--- src/rtl/sp_memory_req_adapter.sv ---
// sp_memory_req_adapter
//   Valid/ready front end for sp_memory. It issues each accepted request to
//   the memory in the same cycle, absorbs the one-cycle read latency and
//   returns one response per request, in order, through a small response FIFO.
//   The FIFO tolerates backpressure on the response side.
//
// Ports
//   clk, rst_n                 clock, asynchronous active-low reset
//   req_valid/req_ready        request handshake
//   req_we/addr/wdata/wstrb    request payload (wstrb only meaningful for writes)
//   rsp_valid/rsp_ready        response handshake
//   rsp_we/rdata/err           response payload (write acks carry zero data/err)
//   mem_cs/we/addr/wdata/wstrb to sp_memory
//   mem_rdata, mem_err         from sp_memory ({ecc_double, ecc_single, parity})
//   busy                       access in flight or responses queued
module sp_memory_req_adapter #(
  parameter int unsigned WIDTH     = 32,
  parameter int unsigned DEPTH     = 256,
  parameter int unsigned RSP_DEPTH = 4,
  localparam int unsigned AW       = $clog2(DEPTH),
  localparam int unsigned SW       = WIDTH / 8
) (
  input  logic             clk,
  input  logic             rst_n,
  input  logic             req_valid,
  output logic             req_ready,
  input  logic             req_we,
  input  logic [AW-1:0]    req_addr,
  input  logic [WIDTH-1:0] req_wdata,
  input  logic [SW-1:0]    req_wstrb,
  output logic             rsp_valid,
  input  logic             rsp_ready,
  output logic             rsp_we,
  output logic [WIDTH-1:0] rsp_rdata,
  output logic [1:0]       rsp_err,
  output logic             mem_cs,
  output logic             mem_we,
  output logic [AW-1:0]    mem_addr,
  output logic [WIDTH-1:0] mem_wdata,
  output logic [SW-1:0]    mem_wstrb,
  input  logic [WIDTH-1:0] mem_rdata,
  input  logic [2:0]       mem_err,
  output logic             busy
);

  localparam int unsigned PW = (RSP_DEPTH > 1) ? $clog2(RSP_DEPTH) : 1;
  // Wide enough to hold RSP_DEPTH itself (occupancy plus in-flight credit).
  localparam int unsigned CW = $clog2(RSP_DEPTH + 1);

  logic             fire;
  logic             push;
  logic             pop;
  logic             infl;
  logic             infl_we;
  logic [CW-1:0]    occ;
  logic [CW-1:0]    credits_used;
  logic [PW-1:0]    wr_ptr;
  logic [PW-1:0]    rd_ptr;

  logic             push_we;
  logic [WIDTH-1:0] push_data;
  logic [1:0]       push_err;

  logic             fifo_we   [RSP_DEPTH];
  logic [WIDTH-1:0] fifo_data [RSP_DEPTH];
  logic [1:0]       fifo_err  [RSP_DEPTH];

  // Credits come only from registered state, so req_ready has no path from
  // rsp_ready or req_valid.
  assign credits_used = occ + {{(CW-1){1'b0}}, infl};
  assign req_ready    = rst_n & (credits_used < CW'(RSP_DEPTH));
  assign fire         = req_valid & req_ready;

  assign mem_cs    = fire;
  assign mem_we    = fire & req_we;
  assign mem_addr  = req_addr;
  assign mem_wdata = req_wdata;
  assign mem_wstrb = (fire & req_we) ? req_wstrb : '0;

  // The access issued last cycle completes now; its memory outputs are valid.
  assign push    = infl;
  assign push_we = infl_we;

  always_comb begin
    push_data = '0;
    push_err  = '0;
    if (!infl_we) begin
      push_data = mem_rdata;
      push_err  = {mem_err[2], mem_err[1] | mem_err[0]};
    end
  end

  assign rsp_valid = (occ != '0);
  assign pop       = rsp_valid & rsp_ready;
  assign rsp_we    = fifo_we[rd_ptr];
  assign rsp_rdata = fifo_data[rd_ptr];
  assign rsp_err   = fifo_err[rd_ptr];

  assign busy = infl | (occ != '0);

  always_ff @(posedge clk or negedge rst_n) begin
    if (!rst_n) begin
      infl    <= 1'b0;
      infl_we <= 1'b0;
    end else begin
      infl    <= fire;
      infl_we <= fire & req_we;
    end
  end

  always_ff @(posedge clk or negedge rst_n) begin
    if (!rst_n) begin
      wr_ptr <= '0;
      rd_ptr <= '0;
      occ    <= '0;
      for (int unsigned i = 0; i < RSP_DEPTH; i++) begin
        fifo_we[i]   <= 1'b0;
        fifo_data[i] <= '0;
        fifo_err[i]  <= '0;
      end
    end else begin
      if (push) begin
        fifo_we[wr_ptr]   <= push_we;
        fifo_data[wr_ptr] <= push_data;
        fifo_err[wr_ptr]  <= push_err;
        wr_ptr <= (wr_ptr == PW'(RSP_DEPTH - 1)) ? '0 : wr_ptr + PW'(1);
      end
      if (pop) begin
        rd_ptr <= (rd_ptr == PW'(RSP_DEPTH - 1)) ? '0 : rd_ptr + PW'(1);
      end
      case ({push, pop})
        2'b10:   occ <= occ + CW'(1);
        2'b01:   occ <= occ - CW'(1);
        default: occ <= occ;
      endcase
    end
  end

  // The credit rule reserves a slot for every issued access.
  a_no_overflow: assert property (@(posedge clk) disable iff (!rst_n)
    !(push && (occ == CW'(RSP_DEPTH))));

endmodule
--- config.mk ---
export PLATFORM = sky130hd
export DESIGN_NAME = sp_memory_req_adapter
export DESIGN_NICKNAME = d
export VERILOG_FILES = /design/src/rtl/sp_memory_req_adapter.sv
export SDC_FILE = /design/constraint.sdc
export NUM_CORES = 1
export LEC_CHECK = 0
export ABC_AREA = 1
export CAP_MARGIN = 30
export CORE_ASPECT_RATIO = 1.75
export CORE_MARGIN = 4
export CORE_UTILIZATION = 51
export CTS_BUF_LIST = sky130_fd_sc_hd__clkbuf_16
export DETAILED_ROUTE_END_ITERATION = 16
export GPL_TIMING_DRIVEN = 0
export PLACE_DENSITY_LB_ADDON = 0.15
export RECOVER_POWER = 50
export SYNTH_ARGS = -nofsm -noshare
export SYNTH_HDL_FRONTEND = slang
export SYNTH_SLANG_ARGS = --single-unit
--- constraint.sdc ---
create_clock -name clk -period 2.65 [get_ports clk]
set_clock_uncertainty 0.1 [all_clocks]
set_input_delay 0.795 -clock clk [delete_from_list [all_inputs] [get_ports clk]]
set_output_delay 0.795 -clock clk [all_outputs]
set_load 0.03 [all_outputs]
==> results of run 1 <==
-- timing repair --
| item | CTS | global route |
|---|---|---|
| pin swaps | 1 | 5 |
| resized for setup | 258 | 40 |
| setup endpoints to repair | 44 | 38 |
| setup buffers | 1 | 4 |
| gates cloned | 5 | 0 |
-- flip-flops by register name (all words and copies together), names as in the netlist --
name	count
fifo_data	128
fifo_err	8
fifo_we	4
infl	1
infl_we	1
occ	3
rd_ptr	2
wr_ptr	2
-- kinds of logic after synthesis --
kind of cell / Yosys count / synth area share [%]
simple gates: 528 / 27.10
buf+inv: 150 / 12.11
flops: 149 / 50.32
compound gates: 123 / 8.950
fa+ha+maj: 7 / 1.283
xor+xnor: 2 / 0.2364
-- worst max path at each step --
stage / slack [ns] / from / endpoint / depth (start not counted)
after CTS: -0.05 / rd_ptr[1] / rsp_rdata[13] / 5
after floorplan: 0.25 / rst_n / mem_wstrb[0] / 4
after detailed placement: -1.35 / rst_n / mem_wstrb[1] / 7
after global placement: -6.20 / rst_n / mem_wstrb[1] / 6
final: 0.001 / rd_ptr[0] / rsp_rdata[31] / 6
after global routing: -0.01 / rd_ptr[0] / rsp_rdata[8] / 6
-- synth_stat cells --
master	count
sky130_fd_sc_hd__a21oi_1	2
sky130_fd_sc_hd__a21oi_2	1
sky130_fd_sc_hd__buf_2	27
sky130_fd_sc_hd__buf_4	49
sky130_fd_sc_hd__buf_6	15
sky130_fd_sc_hd__clkbuf_2	3
sky130_fd_sc_hd__dfrtp_1	149
sky130_fd_sc_hd__fa_1	1
sky130_fd_sc_hd__ha_1	6
sky130_fd_sc_hd__inv_1	50
sky130_fd_sc_hd__inv_2	6
sky130_fd_sc_hd__nand2_1	413
sky130_fd_sc_hd__nand2_2	1
sky130_fd_sc_hd__nand3_1	1
sky130_fd_sc_hd__nand3_2	1
sky130_fd_sc_hd__nand4_1	2
sky130_fd_sc_hd__nand4_2	1
sky130_fd_sc_hd__nor2_1	108
sky130_fd_sc_hd__nor2_2	1
sky130_fd_sc_hd__o21ai_0	75
sky130_fd_sc_hd__o21ai_1	10
sky130_fd_sc_hd__o22ai_1	35
sky130_fd_sc_hd__xnor2_1	1
sky130_fd_sc_hd__xor2_1	1
-- routing by layer --
layer	wire length [um]	up-vias	part of all wire (%)
li1	-	3256	-
met5	0	-	0
met3	1449	55	6.8
met1	8071	3203	38
met2	11110	282	52
met4	690	0	3.2
-- worst max-delay path, stage by stage (launching register included) --
cell and delay, ns:
sky130_fd_sc_hd__dfrtp_1 0.39, sky130_fd_sc_hd__buf_6 0.16, sky130_fd_sc_hd__inv_8 0.10, sky130_fd_sc_hd__buf_6 0.16
sky130_fd_sc_hd__nor2_1 0.05, sky130_fd_sc_hd__o22ai_1 0.24, sky130_fd_sc_hd__buf_4 0.21
-- power by group through the flow --
stage / combinational (mW) / clock [mW] / sequential [mW]
floorplan: 3.80 / 0 / 3.88
global placement: 5.68 / 0 / 4.01
detailed placement: 5.78 / 0 / 4.04
CTS: 5.60 / 2.59 / 4.02
global route: 6.30 / 2.69 / 4.16
finish: 5.73 / 2.59 / 4.05
-- area by class of cell --
class / instances / area (um^2)
repair buffers: 138 / 1244
flip-flops and latches: 149 / 3730
inverters: 56 / 222.7
well taps: 180 / 225.2
clock buffers: 17 / 425.4
multi-input cells: 660 / 2824
fillers: 1236 / 4678
plain buffers: 94 / 745.7
clock inverters: 15 / 201.4
==> reports/qor.tcl, run 1 <==
set qor(vias) 6796
set qor(synth_largest_type_area_fraction_pct) 50.32
set qor(ff2ff_path_depth) 10
set qor(post-layout-total-power_mw) 12.37
set qor(period_minus_slack_ns) 2.649
set qor(synth_fp_nets) 1050
set qor(groute.layer.met2.usage_pct) 46.17
set qor(static-leakage-power_nw) 5.038
set qor(stdcell_count) 1309
set qor(synth_seq_cells) 149
set qor(switching_power_mw) 5.254
set qor(yosysSeqAreaShare_pct) 50.32
set qor(crit_arrival_ns) 1.75
set qor(global_route.usage.total_pct) 26.43
set qor(synth-warning-count) 0
set qor(die_area_um2) 16600
set qor(power_switching_share_pct) 42.49
set qor(power.density_nw_per_um2) 1286
set qor(clkSinkCount) 149
set qor(final_common_cell) {sky130_fd_sc_hd__nand2_1}
set qor(detail-route-antenna-nets) 0
set qor(power.sequential.fraction_pct) 32.8
set qor(boundaryPins) 168
set qor(maxCapViolations) 1
set qor(worstSetupEndpointType) {primary output}
set qor(design.core.area_um2) 14300
set qor(cp-start-kind) {register}
set qor(worst-slew-pin-transition_ns) 1.774
set qor(drt_first_pass_iters) 5
set qor(final.hold.worst_slack_ns) 0.2594
set qor(cts_hold_repair.buffers) 0
set qor(cts_tree) {built}
set qor(timing.final.crit_share_pct) 99.95
set qor(post_place_setup_slack_ns) -1.345
set qor(insertedDiodeCount) 0
set qor(p_int_mw) 7.112
set qor(fin_util_pct) 67.28
set qor(routabilityCongestion) 0.7897
set qor(global_route.usage.met3_pct) 4.419
set qor(reg2reg_slack_ns) 0.57
set qor(first_global_vias) 6841
set qor(grt_setup_unrepaired) {yes}
set qor(pwr-share-comb_pct) 46.3
set qor(yosys.area.top_type) {sky130_fd_sc_hd__dfrtp_1}
set qor(yosys-top-cells-area) {sky130_fd_sc_hd__dfrtp_1, sky130_fd_sc_hd__nand2_1, sky130_fd_sc_hd__nor2_1}
set qor(worst_ep_required_time_ns) 1.76
set qor(grt_first_pass_wirelength_um) 34600
set qor(routed_via_density) 5.192
set qor(violated_checks) {capacitance limit, slew limit}
set qor(setup_viol_count_final) 0
set qor(met1_track_demand_over_resource_in_global_routing_pct) 30.70
set qor(cts_inserted_buffers) 17
set qor(placement_rows) 58
set qor(cts_htree_levels) 4
set qor(commonest_non_fill_non_tap_cells_in_the_layout) {sky130_fd_sc_hd__nand2_1, sky130_fd_sc_hd__dfrtp_1, sky130_fd_sc_hd__nor2_1}
set qor(timing.fmax_mhz) 377.5
set qor(maxSlewViolCount) 34
set qor(synth.cell_area_um2) 7410
set qor(area_growth_syn_to_layout_pct) 29.80
set qor(per_instance_average_area_after_synthesis_um2) 7.726
set qor(finalHoldViolations) 0
set qor(aggregate_routed_wire_length_um) 21320
set qor(chip_width_um) 99.12
set qor(r2r_end) {occ[2]}
set qor(grt_antenna_before_repair) 0
set qor(start_util_pct) 51.83
set qor(cts_max_path_buffers) 2
set qor(setup_ws_ns) 0.001270
set qor(setup_tns_ns) 0
set qor(pin_count_of_the_biggest_net_entering_global_routing) 44
set qor(wl_per_cell_um) 16.29
set qor(clockPowerShare_pct) 20.9
set qor(fin_nets) 1207
set qor(overflow) 0
set qor(detailedPlacementHpwl_um) 13530
set qor(fin_area_um2) 9618
set qor(number_of_remaining_drc_errors) 0
set qor(status) {complete, but fails checks}
set qor(netlist_instances) 959
set qor(worst-setup-path-type) {register to primary output}
set qor(clock_transition_at_path_regs_ns) 0.06
set qor(critical_register_to_register_path_startpoint) {occ[0]}
set qor(worst_slew_margin_rel_pct) -18.27
set qor(drive_gt1_share_pct) 15.94
set qor(peakVddDrop_uv) 779.9
set qor(clk_root_buffer_cell) {sky130_fd_sc_hd__clkbuf_16}
set qor(yosys.cell_types.count) 24
set qor(numPlacedInstances) 1267
set qor(detailedRoute.firstIterationViolations) 514
set qor(post_dp_cell_area_um2) 8935
set qor(critPathMaxFanout) 10
set qor(clock_latency_ns) 0.42
set qor(numPortBuffers) 127
set qor(hold_path_class) {input pin to asynchronous set/reset pin}
set qor(grt.busiest_layer) {met2}
set qor(die_y_um) 167.5
Power figures use the tool's default switching activity.
==> inputs of run 2 (changes only) <==
REMOVE_ABC_BUFFERS = 1   (was not set)
clock period = 2.8 ns   (was 2.65 ns; I/O delays follow)
==> reports/qor.tcl, run 2 (synthesized netlist as in run 1, its figures left out) <==
set qor(cts_max_path_buffers) 2 ;# unchanged
set qor(wl_per_cell_um) 18.91 ;# was 16.29 um
set qor(worstSetupEndpointType) {primary output} ;# unchanged
set qor(global_route.usage.total_pct) 26.99 ;# was 26.43%
set qor(start_util_pct) 51.83 ;# unchanged
set qor(multiInputGateArea_um2) 2831 ;# was 2824 um^2
set qor(number_of_remaining_drc_errors) 0 ;# unchanged
set qor(reg2reg_slack_ns) 0.29 ;# was 0.57 ns
set qor(worst-slew-pin-transition_ns) 1.547 ;# was 1.774 ns
set qor(crit_arrival_ns) 1.81 ;# was 1.75 ns
set qor(boundaryPins) 168 ;# unchanged
set qor(final.hold.worst_slack_ns) 0.1394 ;# was 0.2594 ns
set qor(met1_track_demand_over_resource_in_global_routing_pct) 32.92 ;# was 30.70%
set qor(timing.fmax_mhz) 363.3
set qor(design.core.area_um2) 14300 ;# unchanged
set qor(maxSlewViolCount) 62 ;# was 34
set qor(routabilityCongestion) 0.7455 ;# was 0.7897
set qor(cts_tree) {built} ;# unchanged
set qor(finalHoldViolations) 0 ;# unchanged
set qor(worst_ep_required_time_ns) 1.86 ;# was 1.76 ns
set qor(insertedDiodeCount) 0 ;# unchanged
set qor(period_minus_slack_ns) 2.753
set qor(cts_htree_levels) 4 ;# unchanged
set qor(clock_transition_at_path_regs_ns) 0.06 ;# about the same
set qor(violated_checks) {capacitance limit, slew limit} ;# unchanged
set qor(setup_tns_ns) 0 ;# unchanged
set qor(numPortBuffers) 87 ;# was 127
set qor(clkSinkCount) 149 ;# unchanged
set qor(routed_via_density) 5.437 ;# was 5.192
set qor(cp_slowest_cell) {sky130_fd_sc_hd__clkdlybuf4s50_1} ;# was sky130_fd_sc_hd__dfrtp_1
set qor(die_area_um2) 16600 ;# unchanged
set qor(cp-start-kind) {input pin} ;# was register
set qor(setup_ws_ns) 0.04726 ;# was 0.001270 ns
set qor(placement_rows) 58 ;# unchanged
set qor(static-leakage-power_nw) 4.526 ;# was 5.038 nW
set qor(overflow) 0 ;# unchanged
set qor(setup_viol_count_final) 0 ;# unchanged
set qor(cell_class_contributing_the_biggest_share_of_worst_path_delay) {buffers and inverters} ;# unchanged
set qor(clk_root_buffer_cell) {sky130_fd_sc_hd__clkbuf_16} ;# unchanged
set qor(pin_count_of_the_biggest_net_entering_global_routing) 62 ;# was 44
set qor(timing.final.crit_share_pct) 98.31
set qor(maxCapViolations) 1 ;# unchanged
set qor(drive_gt1_share_pct) 10.87 ;# was 15.94%
set qor(peakVddDrop_uv) 683.4 ;# was 779.9 uV
set qor(post-layout-total-power_mw) 11.56 ;# was 12.37 mW
set qor(timing.critical_path.cells) {clkdlybuf4s50_1 > nand4_4 > nor2_1 > buf_2} ;# was buf_6 > inv_8 > buf_6 > nor2_1 > o22ai_1 > buf_4
set qor(top_reg_by_flops) {fifo_data} ;# unchanged
set qor(worstPathBufferInverterCount) 2 ;# was 4
set qor(largest_reg_flops) 128 ;# unchanged
set qor(commonest_non_fill_non_tap_cells_in_the_layout) {sky130_fd_sc_hd__nand2_1, sky130_fd_sc_hd__dfrtp_1, sky130_fd_sc_hd__nor2_1} ;# unchanged
set qor(worst_slew_margin_rel_pct) -3.116 ;# was -18.27%
set qor(hold_path_class) {input pin to asynchronous set/reset pin} ;# unchanged
set qor(clock_latency_ns) 0.42 ;# about the same
set qor(fin_nets) 1081 ;# was 1,207
set qor(first_global_vias) 6447 ;# was 6,841
set qor(cts_inserted_buffers) 17 ;# unchanged
set qor(post_place_setup_slack_ns) -0.9781 ;# was -1.345 ns
set qor(die_y_um) 167.5 ;# unchanged
set qor(fillCellCount) 1271 ;# was 1,236
set qor(critPathMaxFanout) 5 ;# was 10
set qor(global_route.usage.met3_pct) 10.96 ;# was 4.419%
set qor(detailedRoute.firstIterationViolations) 398 ;# was 514
set qor(detail-route-antenna-nets) 0 ;# unchanged
set qor(grt.busiest_layer) {met2} ;# unchanged
set qor(groute.layer.met2.usage_pct) 42.51 ;# was 46.17%
set qor(detailedPlacementHpwl_um) 12020 ;# was 13,530 um
set qor(power.density_nw_per_um2) 1330 ;# was 1286 nW/um^2
set qor(final_common_cell) {sky130_fd_sc_hd__nand2_1} ;# unchanged
set qor(area_growth_syn_to_layout_pct) 17.22 ;# was 29.80%
set qor(grt_first_pass_wirelength_um) 34710 ;# was 34,600 um
set qor(vias) 6432 ;# was 6,796
set qor(area_used_by_sequential_logic_in_the_layout_um2) 3739 ;# was 3730 um^2
set qor(grt_antenna_before_repair) 0 ;# unchanged
set qor(status) {complete, but fails checks} ;# unchanged
set qor(worst-setup-path-type) {input pin to primary output} ;# was register to primary output
set qor(chip_width_um) 99.12 ;# unchanged
set qor(fin_util_pct) 60.76 ;# was 67.28%
set qor(aggregate_routed_wire_length_um) 22370 ;# was 21,320 um
set qor(reg.largest.list) {fifo_data (128), fifo_err (8), fifo_we (4)} ;# unchanged
set qor(drt_first_pass_iters) 5 ;# unchanged
set qor(slowest_delay_ns) 0.53 ;# was 0.39 ns
## run 2: timing repair
| item | 4_1_cts | 5_1_grt |
|---|---|---|
| setup buffers | 6 | 0 |
| pin swaps | 3 | 5 |
| hold buffers | 0 | 0 |
| cloned | 5 | 4 |
| gates resized for setup | 232 | 38 |
| setup endpoints to repair | 43 | 33 |
## run 2: through the flow
| step | area (um^2) | std cells |
|---|---|---|
| after floorplan | 6723 | 865 |
| after global placement | 7819 | 1132 |
| after detailed placement | 7925 | 1136 |
| after CTS | 8631 | 1179 |
| after global routing | 8686 | 1183 |
| final | 8686 | 1183 |
## run 2: final timing paths
check,startpoint,to,cells after the start
min in group clk,fifo_data[42],fifo_data[42],2
setup / recovery,req_valid,mem_wstrb[3],4
hold / removal,rst_n,infl_we,1
max in group asynchronous,rst_n,fifo_data[9],2
setup reg to reg,wr_ptr[0],fifo_data[123],6
hold reg to reg,fifo_data[42],fifo_data[42],2
## run 2: layer usage
layer	vias to the layer above	share of wire (%)
li1	2990	-
met1	3109	39
met2	284	48
met3	45	10
met4	4	2.0
met5	-	0.53
## run 2: layout make-up
class                           count  area share [%]
Inverter                           56           2.910
Clock buffer                       17           4.898
Multi-Input combinational cell    660           32.60
Timing Repair Buffer              104           11.67
Clock inverter                     15           2.002
Tap cell                          180           2.593
Timing Repair inverter              2          0.2881
Sequential cell                   149           43.04
## run 2: power by group
group | switching (mW) | total, mW | internal, mW
Sequential | 0.601 | 3.84 | 3.24
Combinational | 3.39 | 5.36 | 1.97
Clock | 0.887 | 2.35 | 1.47
